$ cat src/rtl/fetch_stage_if.sv
// fetch_stage_if: instruction-memory request/ack channel between fetch and imem
interface fetch_stage_if;
  logic ImemReq;
  logic [31:0] ImemAddr;
  logic ImemAck;
  logic [31:0] ImemRData;
  modport master(output ImemReq, ImemAddr, input ImemAck, ImemRData);
  modport slave(input ImemReq, ImemAddr, output ImemAck, ImemRData);
endinterface

$ cat src/rtl/fetch_stage.sv
// fetch_stage: PC sequencing, imem request/ack, one-entry skid and squash on redirect
module fetch_stage #(
  parameter logic [31:0] RESET_PC = 32'h0000_0000,
  parameter logic [31:0] TRAP_VEC = 32'h0000_0004
) (
  input  logic clk,
  input  logic rst_n,
  input  logic Redirect,
  input  logic [1:0] PCSrc,
  input  logic [31:0] TargetBase,
  input  logic [31:0] ImmExt,
  input  logic [31:0] ALUResult,
  input  logic Stall,
  fetch_stage_if.master imem,
  output logic InstrValid,
  output logic [31:0] Instr,
  output logic [31:0] PCOut,
  output logic [31:0] PCPlus4
);
  typedef enum logic [1:0] {IDLE, FETCH, FULL} state_t;
  state_t state, next_state;
  logic [31:0] pc, req_addr, skid_instr, skid_pc, target, next_pc;
  logic squash, ack, take, slot_free, start;
  assign ack = state == FETCH && imem.ImemAck;
  assign take = ack && !squash && !Redirect;
  assign slot_free = !InstrValid || !Stall;
  assign target = PCSrc == 2'b00 ? pc + 32'd4 :
                  PCSrc == 2'b01 ? TargetBase + ImmExt :
                  PCSrc == 2'b10 ? {ALUResult[31:1], 1'b0} : TRAP_VEC;
  assign next_pc = Redirect ? target : take ? pc + 32'd4 : pc;
  // a fresh request begins whenever we (re)enter FETCH or finish one while staying there
  assign start = next_state == FETCH && (state != FETCH || ack);
  assign PCPlus4 = PCOut + 32'd4;
  always_ff @(posedge clk or negedge rst_n)
    if (!rst_n) state <= IDLE;
    else state <= next_state;
  always_comb begin
    next_state = Redirect || state == IDLE ? FETCH :
                 state == FETCH ? (take && !slot_free ? FULL : FETCH) :
                 (Stall ? FULL : FETCH);
  end
  always_comb begin
    imem.ImemReq = state == FETCH;
    imem.ImemAddr = req_addr;
  end
  always_ff @(posedge clk or negedge rst_n)
    if (!rst_n) begin
      pc <= RESET_PC;
      req_addr <= RESET_PC;
      squash <= 1'b0;
      skid_instr <= '0;
      skid_pc <= '0;
      InstrValid <= 1'b0;
      Instr <= 32'h0000_0013;
      PCOut <= RESET_PC;
    end else begin
      pc <= next_pc;
      squash <= state == FETCH && !imem.ImemAck && (squash || Redirect);
      if (start) req_addr <= next_pc;
      if (Redirect) begin
        InstrValid <= 1'b0;
        skid_instr <= '0;
        skid_pc <= '0;
      end else if (take && slot_free) begin
        Instr <= imem.ImemRData;
        PCOut <= req_addr;
        InstrValid <= 1'b1;
      end else if (take) begin
        skid_instr <= imem.ImemRData;
        skid_pc <= req_addr;
      end else if (state == FULL && !Stall) begin
        Instr <= skid_instr;
        PCOut <= skid_pc;
        skid_instr <= '0;
        skid_pc <= '0;
      end else if (!Stall) InstrValid <= 1'b0;
    end
endmodule

$ cat src/flat_wrapper.sv
// flat-port wrapper written by rule: the top's interface ports become plain ports
module fetch_stage_flat 
#(
  parameter logic [31:0] RESET_PC = 32'h0000_0000,
  parameter logic [31:0] TRAP_VEC = 32'h0000_0004
)
  (clk, rst_n, Redirect, PCSrc, TargetBase, ImmExt, ALUResult, Stall, InstrValid, Instr, PCOut, PCPlus4, imem_ImemReq, imem_ImemAddr, imem_ImemAck, imem_ImemRData);
  fetch_stage_if imem_i ();
  input  logic clk;
  input  logic rst_n;
  input  logic Redirect;
  input  logic [1:0] PCSrc;
  input  logic [31:0] TargetBase;
  input  logic [31:0] ImmExt;
  input  logic [31:0] ALUResult;
  input  logic Stall;
  output logic InstrValid;
  output logic [31:0] Instr;
  output logic [31:0] PCOut;
  output logic [31:0] PCPlus4;
  output wire logic [$bits(imem_i.ImemReq)-1:0] imem_ImemReq;
  output wire logic [$bits(imem_i.ImemAddr)-1:0] imem_ImemAddr;
  input wire logic [$bits(imem_i.ImemAck)-1:0] imem_ImemAck;
  input wire logic [$bits(imem_i.ImemRData)-1:0] imem_ImemRData;
  assign imem_ImemReq = imem_i.ImemReq;
  assign imem_ImemAddr = imem_i.ImemAddr;
  assign imem_i.ImemAck = imem_ImemAck;
  assign imem_i.ImemRData = imem_ImemRData;
  fetch_stage #(.RESET_PC(RESET_PC), .TRAP_VEC(TRAP_VEC)) u_core (.clk(clk), .rst_n(rst_n), .Redirect(Redirect), .PCSrc(PCSrc), .TargetBase(TargetBase), .ImmExt(ImmExt), .ALUResult(ALUResult), .Stall(Stall), .imem(imem_i), .InstrValid(InstrValid), .Instr(Instr), .PCOut(PCOut), .PCPlus4(PCPlus4));
endmodule
$ cat config.mk
export PLATFORM = sky130hd
export DESIGN_NAME = fetch_stage_flat
export DESIGN_NICKNAME = d
export VERILOG_FILES = /design/src/rtl/fetch_stage_if.sv /design/src/rtl/fetch_stage.sv /design/src/flat_wrapper.sv
export SDC_FILE = /design/constraint.sdc
export NUM_CORES = 1
export LEC_CHECK = 0
export CORE_AREA = 10 10 174 176
export CTS_BUF_LIST = sky130_fd_sc_hd__clkbuf_4
export CTS_CLUSTER_DIAMETER = 100
export CTS_CLUSTER_SIZE = 20
export DETAILED_ROUTE_END_ITERATION = 6
export DIE_AREA = 0 0 184 186
export HOLD_SLACK_MARGIN = 0.06
export PLACE_DENSITY = 0.74
export SLEW_MARGIN = 10
export SYNTH_ARGS = -nofsm -noshare
export SYNTH_HDL_FRONTEND = slang
export SYNTH_SLANG_ARGS = --single-unit
$ cat constraint.sdc
create_clock -name clk -period 2.3 [get_ports clk]
set_clock_uncertainty 0.05 [all_clocks]
set_input_delay 0.46 -clock clk [delete_from_list [all_inputs] [get_ports clk]]
set_output_delay 0.46 -clock clk [all_outputs]
set_load 0.1 [all_outputs]
; Word level (Yosys, flattened, before mapping)
; Cells that the tools add are included.
; Widths: inputs -> output; s select.
[totals]
reg_bits = 196
elab_cells = 77
[classes]
n_addsub = 3
n_eq_ne = 11
n_mux = 27
bitwise = 1
n_reduce_logical = 26
[ops]
columns = op, n
row1 = $mux 32, 18
row2 = $add 32x3->32 const B, 2
row3 = $add 32x32->32, 1
row4 = $logic_and 1x1->1, 9
row5 = $mux 2, 4
row6 = $eq 2x1->1 const B, 3
row7 = $logic_not 1->1, 6
row8 = $ne 3x2->1 const B, 2
row9 = $reduce_and 3->1, 2
row10 = $mux 1, 5
row11 = $eq 2x2->1 const B, 2
row12 = $logic_not 2->1, 2
row13 = $logic_or 1x1->1, 4
row14 = $ne 2x2->1 const B, 2
row15 = $ne 3x3->1 const B, 1
row16 = $reduce_bool 3->1, 1
row17 = $ne 2x1->1 const B, 1
row18 = $reduce_and 2->1, 1
row19 = $reduce_bool 2->1, 1
row20 = $not 1->1, 1

; Logic depth before layout (Yosys ltp)
[depth]
ltp_word = 10
mapped_depth = 11
ltp_nobuf = 10

; Worst setup path after synthesis
; OpenSTA, ideal clock, no wires.
[synth_timing]
path_kind = flip-flop to output port
startpoint = register u_core.PCOut[3]
endpoint = output PCPlus4[26]
arrival_time_ns = 3.834
t_required_ns = 1.790
setup_slack_ns = -2.044
stages_incl_launch_ff = 8
path_buffers = 0
path_cell_list = dfrtp_1 ha_1 nand3_1 nor2_1 nand3_1 nor2_1 nand4_1 xnor2_1
[synth_via]
elab_chain_cells = 1
[synth_rtl]
columns = element, line
row1 = start: declaration, fetch_stage.sv:17  ; output logic [31:0] PCOut,
row2 = start signal: assignment, fetch_stage.sv:66  ; PCOut <= req_addr;
row3 = start signal: assignment, fetch_stage.sv:73  ; PCOut <= skid_pc;
row4 = $add 32x3->32, fetch_stage.sv:33  ; assign PCPlus4 = PCOut + 32'd4;
row5 = end: declaration, flat_wrapper.sv:20  ; output logic [31:0] PCPlus4;
; No other way between the ends.

; Final worst setup path
[layout_timing]
startpoint = register u_core.PCOut[3]
endpoint = output PCPlus4[27]
; Same word-level chain as after synthesis.

==> key figures <==
Status
  • Status: finished, violations left
  • Failing checks: setup timing

Placed design
  • Placed Instances: 2039
  • PortBufs: 263
  • Final GP Congestion: 0.867
  • Post-DP HPWL: about 31000 µm

Power
  • Sw power: around 8500 µW
  • Pwr dens: 858 mW/mm²
  • Comb pwr share: 60.8%
  • Clock power frac: 11.6%
  • Leakage Power: 0.00833 µW
  • Switch share: between 50% and 60%
  • Sequential share of power: 27.6%
  • Worst ir drop on vdd: 0.602 mV
  • Int Pwr: 7970 µW

Synth
  • Post-Synthesis Cells: between 1000 and 1500
  • Post-Syn Nets: 1409
  • Synthesized area per cell: 9.40 µm²
  • Post-synth EDFFs: 0
  • Sequential fraction of the synthesis area: a little over two fifths
  • Dominant cells by area after synthesis: dfrtp_1 41%, mux2i_1 5.8%, a21oi_1 5.6%
  • Post-synthesis async set-or-reset flop share: between 90% and 100%
  • Synth cell types: between 70 and 80
  • Area of the mapped netlist: 0.0117 mm²
  • Synth Flop Type: dfrtp_1
  • Synth warn: 0
  • Biggest area consumer among synthesized cells: dfrtp_1
  • Share of the synthesized area in the top cell type: 41.5%
  • Yosys reg bits: 196

Setup path
  • Crit-path slowest cell: dfrtp_4
  • CP arrival: 2460 ps
  • Launch point of the critical path: u_core.PCOut[3]$_DFFE_PN0P_
  • Most frequent CP cell: buf_6
  • R2R Path Start: u_core.pc[4]$_DFF_PN0_
  • Startpoint Class: flip-flop
  • Crit Path Max Fanout: 5
  • Crit path cell chain: buf_6 -> nand4_1 -> nor2_2 -> and3_4 -> nand2b_4 -> nor2_4 -> buf_6 -> xor2_4 -> buf_12
  • Critical Setup Path Class: reg -> out
  • Critical Path Max Stage Delay: between 400 and 500 ps
  • Worst setup EP type: output pin
  • Worst Path Required: ~1800 ps

Detailed routing
  • Pre-antenna DRT Iters: 5
  • Vias: 11800
  • Post-Route WL: 42000 µm
  • # DRC: 0
  • DRT antenna net count: 0
  • WL per Instance: roughly 20 µm
  • DRT iter0 DRCs: 728
  • Vias per cell: 5.59

Global routing
  • Initial antenna violation count: 1
  • Vias in the first global route: 12000
  • GRT Total Usage: 23.2%
  • First-pass GRT wire length: 64200 µm
  • Global route overflow: 0
  • Largest net degree at the start of global routing: 51

Hold path
  • Hold Startpoint: Redirect
  • Hold WC Path Type: in -> reg

Timing
  • Relative slew slack: 68.2%
  • Final setup margin: -673 ps
  • RSZ-0062 raised after global routing: yes
  • Fmax: 0.336 GHz
  • Period minus WS final: between 2000 and 3000 ps
  • Final setup fails: 54
  • Sum of negative setup slack: -16190 ps
  • Fin crit share: 129%
  • Least-Margin Pin Slew: 472 ps
  • Final Hold Vio Count: 0
  • Fin. max-slew vios: 0

Floorplan
  • I/O pin count: approximately 270
  • Placeable Area: 0.0267 mm²
  • # rows: 60
  • Die footprint: 0.0342 mm²
  • Die height: 186 µm
  • Initial Utilization: 43.6%
  • Die W: approximately 180 µm

CTS
  • Htree depth: 4
  • CTS Buf Count: 17
  • Latest clock arrival within the worst-skew pair: 590 ps
  • Clk pin slew, worst setup/hold paths: 160 ps
  • Clock buffer depth: 2
  • Clock Sinks: 196
  • CTS tree: yes
  • Clock tree root buffer cell: clkbuf_4

Job
  • Max-cap violations: 0

Finish
  • Area delta synth->final: 64.7%
  • Fillers: 1913
  • Layout cells sized above 1: between 40% and 50%
  • Nets: between 1500 and 2000
  • Post-route insts no fill: 2114
what timing repair did:
| item | 4_1_cts | 5_1_grt |
|---|---|---|
| buffers inserted | 32 | 27 |
| endpoints found under the setup margin | 65 | 72 |
| endpoints found under the hold margin | 44 | 0 |
| pin swaps | 103 | 74 |
| resized for setup | 155 | 114 |
| hold buffers | 1 | 0 |
per-layer routing:
metal | GRT usage, % | share of wire, % | vias to the layer above
li1 | - | - | 5558
met1 | 29.3 | 42 | 5739
met2 | 39.8 | 50 | 441
met3 | 4.58 | 6.3 | 74
met4 | 6.26 | 2.5 | 0
met5 | 0 | 0 | -
final timing paths:
check                                                  endpoint  slack, ps  cells past startpoint
setup / recovery                                    PCPlus4[27]       -670                      9
hold / removal                          u_core.squash$_DFF_PN0_        300                      4
setup reg to reg           u_core.imem.ImemAddr[26]$_DFFE_PN0P_       -240                     13
hold reg to reg                   u_core.skid_pc[0]$_DFFE_PN0P_        470                      1
max in group asynchronous               u_core.pc[14]$_DFF_PN0_       1220                      3
min in group asynchronous      u_core.skid_instr[0]$_DFFE_PN0P_        310                      2
critical path, delay by kind of cell, from the launching register on:
family        cells  cell delay (ps)
xor+xnor          1              160
buf+inv           3              440
flops             1              470
simple gates      5              810
Yosys cell counts (5+ instances only):
cell / count
xnor2_1: 57
nor3_1: 16
dfrtp_1: 193
inv_1: 12
a2bb2oi_1: 7
nand4_1: 18
o22ai_1: 8
o211ai_1: 8
nor2b_1: 7
mux2i_1: 68
o21ai_0: 37
o21bai_1: 5
buf_1: 6
nand3_1: 34
a22o_1: 64
a21oi_1: 130
nor2_1: 155
xor2_1: 30
a21o_1: 21
o21a_1: 8
and3_1: 18
clkbuf_1: 52
buf_6: 5
mux2_2: 19
o31ai_1: 8
a211oi_1: 12
nand2_1: 99
a31oi_1: 9
nand2b_1: 7
ha_1: 33
flip-flops by register name, indices dropped and copies added, names as in the netlist:
register / cells
u_core.Instr: 32
u_core.InstrValid: 1
u_core.PCOut: 32
u_core.imem.ImemAddr: 32
u_core.pc: 32
u_core.skid_instr: 32
u_core.skid_pc: 32
u_core.squash: 1
u_core.state: 2
per-stage QoR:
stage / setup WS (ps) / utilization (%) / hold WS (ps) / cell area (µm²) / power [µW]
floorplan: -644 / - / 114 / 12500 / 10800
global placement: -1030 / 65.5 / 381 / 17500 / 13800
detailed placement: -1110 / 65.5 / 384 / 17500 / 14000
CTS: -721 / 69.3 / 244 / 18500 / 16200
global route: -815 / 71.8 / 279 / 19200 / 17100
finish: -673 / 71.8 / 304 / 19200 / 16500
cell type report:
type / instances / area, µm² / area share [%]
repair buffers: 571 / 5360 / 27.9
clock inverters: 14 / 165 / 0.861
diodes: 1 / 2.50 / 0.0130
flip-flops and latches: 196 / 4970 / 25.9
well taps: 341 / 427 / 2.22
clock buffers: 18 / 135 / 0.704
inverters: 13 / 52.6 / 0.274
multi-input cells: 960 / 8080 / 42.1
cells by family (layout without fill, tap and decap cells):
kind of cell / count (synthesis) / in the layout / share of synthesized area, %
buffers and inverters: 84 / 616 / 3.40
DFF: 196 / 196 / 42.1
xor gates and xnor gates: 87 / 87 / 6.54
and+or+nand+nor: 391 / 391 / 15.9
adders and majority gates: 34 / 34 / 3.72
other: 0 / 1 / 0
muxes: 87 / 87 / 7.68
AOI/OAI and AO/OA: 361 / 361 / 20.7
cell usage in the layout (no fill, tap or decap), types with 12 or more instances in the layout:
cell,count
xnor2_4,18
ha_4,19
ha_1,14
a21o_1,21
mux2i_1,66
nand3_4,14
dlygate4sd2_1,27
o21ai_1,12
buf_6,34
xor2_1,18
a22o_1,64
nand3_1,18
nand4_1,18
xnor2_1,34
o21ai_0,24
clkbuf_4,18
a21oi_2,18
nor2_1,136
buf_12,51
nand2_1,83
dfrtp_2,15
dfrtp_4,12
buf_4,353
clkdlybuf4s50_1,100
mux2_2,12
a21oi_1,113
dfrtp_1,166
power groups by stage:
stage	logic, µW	clock network [µW]	registers, µW
global route	10400	2100	4610
global placement	9300	0	4540
floorplan	3330	0	7430
CTS	9690	1950	4520
detailed placement	9400	0	4570
finish	10000	1910	4550
(Power assumes the default switching activity.)
